===== config.mk =====
export PLATFORM = sky130hd
export DESIGN_NAME = icache_refill_ctrl
export DESIGN_NICKNAME = d
export VERILOG_FILES = /design/src/rtl/icache_refill_ctrl.sv
export SDC_FILE = /design/constraint.sdc
export NUM_CORES = 1
export LEC_CHECK = 0
export BUFFER_PORTS_ARGS = -buffer_cell sky130_fd_sc_hd__buf_2
export CELL_PAD_IN_SITES_DETAIL_PLACEMENT = 0
export CELL_PAD_IN_SITES_GLOBAL_PLACEMENT = 1
export CORE_ASPECT_RATIO = 1.5
export CORE_MARGIN = 2
export CORE_UTILIZATION = 40
export CTS_CLUSTER_DIAMETER = 120
export DETAILED_ROUTE_END_ITERATION = 12
export HOLD_SLACK_MARGIN = 0.15
export PLACE_DENSITY = 0.95
export SLEW_MARGIN = 20
export SYNTH_ARGS = -nofsm -noshare
export SYNTH_HDL_FRONTEND = slang
export SYNTH_SLANG_ARGS = --single-unit

===== constraint.sdc =====
create_clock -name clk -period 6.36 [get_ports clk]
set_input_delay 0 -clock clk [delete_from_list [all_inputs] [get_ports clk]]
set_output_delay 0 -clock clk [all_outputs]
set_load 0.1 [all_outputs]

===== src/rtl/icache_refill_ctrl.sv =====
// icache_refill_ctrl: fetches an 8-word line over req/ack, writes it to the cache arrays in one cycle, aborts on memory timeout
module icache_refill_ctrl #(
  parameter int TIMEOUT = 255
) (
  input  logic         clk,
  input  logic         reset,
  input  logic         miss_req,
  input  logic [31:0]  miss_addr,
  output logic         mem_req,
  output logic [31:0]  mem_addr,
  input  logic         mem_ack,
  input  logic [31:0]  mem_rdata,
  output logic         fill_we,
  output logic [4:0]   fill_index,
  output logic [23:0]  fill_tag,
  output logic [255:0] fill_data,
  output logic         fill_valid,
  output logic         busy,
  output logic         done,
  output logic         err
);
  typedef enum logic [2:0] {S_IDLE, S_FETCH, S_WRITE, S_DONE, S_ABORT} state_t;
  localparam logic [7:0] TO_LAST = 8'(TIMEOUT - 1);
  state_t r_state;
  logic [28:0] r_base;
  logic [2:0] r_wcnt;
  logic [7:0] r_to;
  logic [255:0] r_data;
  logic r_req, r_we, r_busy, r_done, r_err;
  logic w_unused;
  assign w_unused = &{1'b0, miss_addr[2:0]};
  always_ff @(posedge clk) begin
    if (reset) begin
      r_state <= S_IDLE;
      r_base <= '0;
      r_wcnt <= '0;
      r_to <= '0;
      r_data <= '0;
      r_req <= 1'b0;
      r_we <= 1'b0;
      r_busy <= 1'b0;
      r_done <= 1'b0;
      r_err <= 1'b0;
    end else begin
      r_we <= 1'b0;
      r_done <= 1'b0;
      r_err <= 1'b0;
      case (r_state)
        S_IDLE: if (miss_req) begin
          r_state <= S_FETCH;
          r_base <= miss_addr[31:3];
          r_wcnt <= '0;
          r_to <= '0;
          r_req <= 1'b1;
          r_busy <= 1'b1;
        end
        S_FETCH: if (mem_ack) begin
          r_data[{~r_wcnt, 5'd0} +: 32] <= mem_rdata;
          r_wcnt <= r_wcnt + 3'd1;
          r_to <= '0;
          if (r_wcnt == 3'd7) begin
            r_state <= S_WRITE;
            r_req <= 1'b0;
            r_we <= 1'b1;
          end
        end else if (r_to == TO_LAST) begin
          r_state <= S_ABORT;
          r_req <= 1'b0;
          r_err <= 1'b1;
        end else begin
          r_to <= r_to + 8'd1;
        end
        S_WRITE: begin
          r_state <= S_DONE;
          r_done <= 1'b1;
        end
        S_DONE, S_ABORT: begin
          r_state <= S_IDLE;
          r_busy <= 1'b0;
        end
        default: r_state <= S_IDLE;
      endcase
    end
  end
  assign mem_req = r_req;
  assign mem_addr = {r_base, r_wcnt};
  assign fill_we = r_we;
  assign fill_valid = r_we;
  assign fill_index = r_base[4:0];
  assign fill_tag = r_base[28:5];
  assign fill_data = r_data;
  assign busy = r_busy;
  assign done = r_done;
  assign err = r_err;
endmodule


==> impl_metrics.json, run 1 <==
{
  "fmax_ghz": 0.300,
  "setup_viol": 0,
  "hp-class": "in -> reg",
  "mostFrequentLayoutCells": "386 x buf_2, 304 x dfxtp_1, 199 x nand3_1, 132 x nand2b_1, 132 x nand2_1",
  "seq_area_frac_synth_pct": 50.9,
  "status": "completed",
  "p_leak_nw": 6.64,
  "yosys_warnings": 0,
  "yosys.area.top_type": "dfxtp_1",
  "r2r_end": "fill_data[141]$_SDFFE_PP0P_",
  "grtUsageMet2_pct": 45.1,
  "busiest_layer": "met2",
  "wl_per_cell_um": 18.6,
  "required_ns": 6.77,
  "cp_cell_sequence": "ha_1, ha_1, nand2b_1, nor4_4, buf_4, mux2i_1, nor2_1",
  "peakVddDrop_v": 0.000202,
  "cts_num_sinks": 304,
  "cpMostUsedCell": "ha_1",
  "fp.coreArea_um2": 29500,
  "final_common_cell": "buf_2",
  "first_pass_iters": 6,
  "grt_usage_pct": 24.7,
  "dieArea_um2": 31300,
  "cts_root_buffer": "clkbuf_16",
  "synthCells": 1388,
  "fin_setup_tns_ns": 0,
  "r2r_start": "r_wcnt[0]$_SDFFE_PP0P_",
  "route.detailed.drc": 0,
  "hold_start": "miss_addr[12]",
  "syn_area_per_cell_um2": 8.62,
  "grt_pass1_vias": 10714,
  "drive_above_1_share_pct": 26.9,
  "fp.dieH_um": 216,
  "path_class": "reg -> reg",
  "worstSetupStartpointType": "flop",
  "reg2regPathDepth": 7,
  "crit_fanout": 23,
  "cts_setup_buffers": 0,
  "finalCritPeriodShare_pct": 52.4,
  "cts_tree": "done",
  "numPortBuffers": 387,
  "max-slew-margin-rel_pct": 26.4,
  "min_period_ns": 3.34,
  "netlist_area_um2": 12000,
  "crit_path_end_kind": "flop",
  "syn_nets": 1464,
  "met1_usage_pct": 27.9,
  "clockBufferDepth": 3,
  "stdcell_area_um2": 15600,
  "n_antenna_cell": 0,
  "skew_ns": 0.0102,
  "place_area_um2": 13700,
  "detail-route-antenna-nets": 0,
  "synth.ff_latch_count": 304,
  "die_w_um": 145,
  "yosys.area.top_type_share_pct": 50.9,
  "antenna_found_initial": 1,
  "grt_use_met3_pct": 4.23,
  "area_growth_pct": 30.0,
  "crit_start": "r_wcnt[0]$_SDFFE_PP0P_",
  "start_util_pct": 40.6,
  "reg2reg_slack_ns": 3.02,
  "yosys.cell_types.count": 43,
  "drv_cap": 0,
  "rsz0062_at_grt": "false",
  "synth_area_leaders": "dfxtp_1 51%, nand3_1 8.4%, nand2b_1 6.9%, mux2i_1 5.3%, a21oi_1 4.5%",
  "slew_violations": 0,
  "cpPeakStageDelay_ns": 0.86,
  "fillers": 2649,
  "worst_pin_slew_ns": 1.10,
  "clk_pin_slew_ns": 0.07,
  "place_congestion": 0.841,
  "crit_end": "fill_data[141]$_SDFFE_PP0P_",
  "finalHoldViolCount": 0,
  "ctsResizeCount": 0,
  "powerDensity_nw_per_um2": 277,
  "dpl.hpwl_um": 25500,
  "vias_per_cell": 5.13,
  "rows": 77,
  "wl_um": 40000,
  "async_flop_share_pct": 0,
  "arrival_ns": 3.75,
  "pin_count": 391,
  "finalNetCount": 1807,
  "cts_buffers": 29,
  "via_count": 11020,
  "clk_latency_ns": 0.55,
  "htreeDepth": 1,
  "grt_max_degree": 124,
  "drt_iter0_drc": 701,
  "crit_slowest_cell": "nor4_4",
  "grt_first_pass_wirelength_um": 61600,
  "grt.overflow.total": 0,
  "ys.flop_type": "dfxtp_1",
  "synth_edf_count": 0
}
## state kept, by name, summed over array words and instances, names as in the netlist
signal      count
fill_data     256
r_wcnt          3
r_state         3
mem_req         1
r_to            8
fill_valid      1
err             1
busy            1
done            1
r_base         29
## where the power goes
part           internal [mW]  leakage, nW  switching [mW]
logic                  0.111         3.68           0.405
registers               1.93         2.45          0.0194
clock network           1.09        0.503           0.753
## stage by stage
stage               hold WS [ns]  power, mW  setup WS (ns)  util, %  cells
floorplan                  0.136       2.37           3.37        -   1388
global placement           0.242       2.45           3.08     46.3   2009
detailed placement         0.246       2.46           2.98     46.3   2009
CTS                        0.209       4.34           2.96     52.7   2147
global route               0.238       4.45           2.84     52.8   2147
finish                     0.236       4.31           3.02     52.8   2147
## logic make-up after synthesis
family	after synthesis	share of synthesized area, %
muxes	63	5.27
adders and majority gates	8	0.836
AOI/OAI and AO/OA	254	11.0
and+or+nand+nor	579	24.4
buffers and inverters	180	7.64
DFF	304	50.9
## critical path: cells and delay by family (launching register included)
family,cells,cell delay [ns]
fa+ha+maj,2,0.66
buf+inv,1,0.57
flops,1,0.49
mux,1,0.25
simple gates,3,1.21
## worst min-delay path by stage
stage / depth (start not counted) / endpoint / slack, ns
after floorplan: 2 / r_base[0]$_SDFFE_PP0P_ / 0.14
after global placement: 3 / r_base[12]$_SDFFE_PP0P_ / 0.24
after detailed placement: 3 / r_base[26]$_SDFFE_PP0P_ / 0.25
after CTS: 4 / r_base[7]$_SDFFE_PP0P_ / 0.21
after global routing: 4 / r_base[4]$_SDFFE_PP0P_ / 0.24
final: 4 / r_base[9]$_SDFFE_PP0P_ / 0.24
## layer usage
layer | vias up | routed length, um
met5 | - | 0
met2 | 445 | 20400
met4 | 0 | 1910
li1 | 5303 | -
met3 | 104 | 2380
met1 | 5168 | 15300
## cells in the mapped netlist (all sizes together), types with 2 or more instances
cell type,n
nor2b,2
nor2,79
dfxtp,304
a31oi,3
nor4,4
nand2,133
mux2i,63
nand2b,132
o21ai,136
ha,8
and4,4
nor3,5
buf,104
or3,2
clkbuf,71
inv,5
or4,3
and3,5
a21oi,108
nand3,200
nand4,2
## area by class of cell
class / count / area [um2] / share of cell area, %
inverter: 5 / 18.8 / 0.121
tap: 395 / 494 / 3.18
multi-input combinational: 904 / 5020 / 32.3
clock buffer: 39 / 843 / 5.42
sequential: 304 / 6090 / 39.1
timing repair buffer: 487 / 2920 / 18.7
clock inverter: 13 / 178 / 1.14
## timing repair
item	CTS	global route
endpoints found under the setup margin	0	0
hold buffers	86	0
hold endpoints to repair	303	0
Note: power is estimated with default switching activity, not from simulation.
==> run 2: changes to the inputs <==
Settings changed: CORE_UTILIZATION 40 to 33, PLACE_DENSITY 0.95 to 0.85.
Clock period 6.36 ns to 3.05 ns, I/O delays scaled along.
==> run 2 against run 1 <==
Net effect:
- critical path type unchanged
- register-to-register slack got worse by 2.4 ns
- setup slack got worse by 2.4 ns
- largest power group unchanged
- combinational power grew 110%
- sequential power grew 110%
==> impl_metrics.json, run 2 (synthesized netlist as in run 1, its figures left out) <==
{
  "status": "completed",
  "internal-power_mw": 6.59,
  "switchingPower_mw": 2.49,
  "cpPeakStageDelay_ns": 0.50,
  "largest_reg_flops": 256,
  "die_w_um": 159,
  "cts_setup_buffers": 0,
  "drv_cap": 0,
  "crit_path_end_kind": "flop",
  "finalCritPeriodShare_pct": 78.5,
  "vias_per_cell": 4.88,
  "swShare_pct": 27.5,
  "fp.dieH_um": 237,
  "place_congestion": 0.822,
  "finalNetCount": 1801,
  "mostFrequentLayoutCells": "386 x buf_2, 304 x dfxtp_1, 199 x nand3_1, 133 x nand2_1, 132 x nand2b_1",
  "via_count": 10855,
  "skew_ns": 0.0126,
  "p_seq_share_pct": 44.6,
  "slew_violations": 0,
  "peakVddDrop_v": 0.000547,
  "wl_per_cell_um": 18.2,
  "grt_usage_pct": 20.5,
  "wl_um": 40400,
  "max-slew-margin-rel_pct": 50.2,
  "grt_pass1_vias": 10256,
  "crit_fanout": 21,
  "detail-route-antenna-nets": 0,
  "htreeDepth": 1,
  "drive_above_1_share_pct": 27.7,
  "grt_max_degree": 146,
  "cts_root_buffer": "clkbuf_16",
  "first_pass_iters": 5,
  "p_leak_nw": 6.62,
  "clk_pin_slew_ns": 0.06,
  "crit_slowest_cell": "dfxtp_1",
  "grt_first_pass_wirelength_um": 60800,
  "worstSetupStartpointType": "flop",
  "fmax_ghz": 0.418,
  "worst_pin_slew_ns": 0.748,
  "numPortBuffers": 387,
  "fin_setup_tns_ns": 0,
  "cts_num_sinks": 304,
  "setup_viol": 0,
  "rsz0062_at_grt": "false",
  "cp_cell_sequence": "ha_1, ha_1, a31oi_1, nand3_2, buf_4, nand2_1, a21oi_1",
  "min_period_ns": 2.39,
  "hp-class": "in -> reg",
  "required_ns": 3.47,
  "finalHoldViolCount": 0,
  "final_common_cell": "buf_2",
  "start_util_pct": 33.4,
  "area_growth_pct": 31.0,
  "antenna_found_initial": 0,
  "pwr-share-comb_pct": 11.8,
  "whs_ns": 0.216,
  "route.detailed.drc": 0,
  "cts_tree": "done",
  "pin_count": 391,
  "cts_buffers": 30,
  "arrival_ns": 2.82,
  "path_class": "reg -> reg",
  "power.clock.fraction_pct": 43.6,
  "powerDensity_nw_per_um2": 579,
  "fp.coreArea_um2": 35800,
  "n_antenna_cell": 0,
  "dieArea_um2": 37800,
  "rows": 85,
  "cpMostUsedCell": "ha_1",
  "clockBufferDepth": 3,
  "grt.overflow.total": 0,
  "dpl.hpwl_um": 26700,
  "clk_latency_ns": 0.56,
  "drt_iter0_drc": 866
}
-- run 2: cell count changes in the layout (fill, tap and decap cells not counted), moves of 2 or more --
cell           before  now
buf_12              0    8
buf_4              13   21
clkbuf_1            2    5
clkbuf_16          29   31
clkbuf_8            9    7
dlygate4sd3_1      86   64
inv_6               2    0
-- run 2: layout make-up --
cell class                 count  area [um2]
clock inverter                12         183
clock buffer                  42         877
multi-input combinational    904        5010
fill                        3526       20200
sequential                   304        6090
tap                          478         598
timing repair buffer         480        2900
inverter                       5        18.8
-- run 2: worst paths after layout --
path | end | from | slack (ns) | cells after the start
max | fill_data[218]$_SDFFE_PP0P_ | r_wcnt[0]$_SDFFE_PP0P_ | 0.66 | 7
min | r_base[14]$_SDFFE_PP0P_ | miss_addr[17] | 0.22 | 4
max reg2reg | fill_data[218]$_SDFFE_PP0P_ | r_wcnt[0]$_SDFFE_PP0P_ | 0.66 | 7
min reg2reg | fill_data[73]$_SDFFE_PP0P_ | fill_data[73]$_SDFFE_PP0P_ | 0.45 | 2
-- run 2: timing repair --
action / CTS / global route
hold buffers: 64 / 0
hold endpoints to repair: 304 / 0
gates resized for setup: 0 / 0
-- run 2: worst max-delay path, delay by kind of cell, from the launching register on --
family	cells	cell delay (ns)
adders and majority gates	2	0.54
DFF	1	0.50
and+or+nand+nor	2	0.48
AOI/OAI and AO/OA	2	0.37
buffers and inverters	1	0.37
-- run 2: layer usage --
layer	track usage, %	wire, um	vias to the layer above
met3	3.56	2560	71
met2	38.0	20900	410
li1	-	-	5299
met1	23.2	15600	5075
met4	8.07	1360	0
met5	0	0	-
-- run 2: per-stage QoR --
step / util [%] / power [mW] / setup slack (ns) / instances / instance area (um2)
3_5_place_dp: 39.0 / 5.15 / 0.655 / 2107 / 14000
2_1_floorplan: - / 4.94 / 0.0647 / 1388 / 12000
4_1_cts: 43.7 / 9.19 / 0.650 / 2225 / 15700
6_report: 43.7 / 9.08 / 0.657 / 2225 / 15700
5_1_grt: 43.7 / 9.39 / 0.492 / 2225 / 15700
3_3_place_gp: 39.0 / 5.15 / 0.720 / 2107 / 14000
-- run 2: power groups by stage --
| stage | sequential, mW | clock (mW) | combinational (mW) |
|---|---|---|---|
| finish | 4.05 | 3.96 | 1.07 |
| global route | 4.06 | 4.21 | 1.12 |
| CTS | 4.05 | 4.06 | 1.08 |
| detailed placement | 4.14 | 0 | 1.01 |
| global placement | 4.14 | 0 | 1.01 |
| floorplan | 4.46 | 0 | 0.481 |
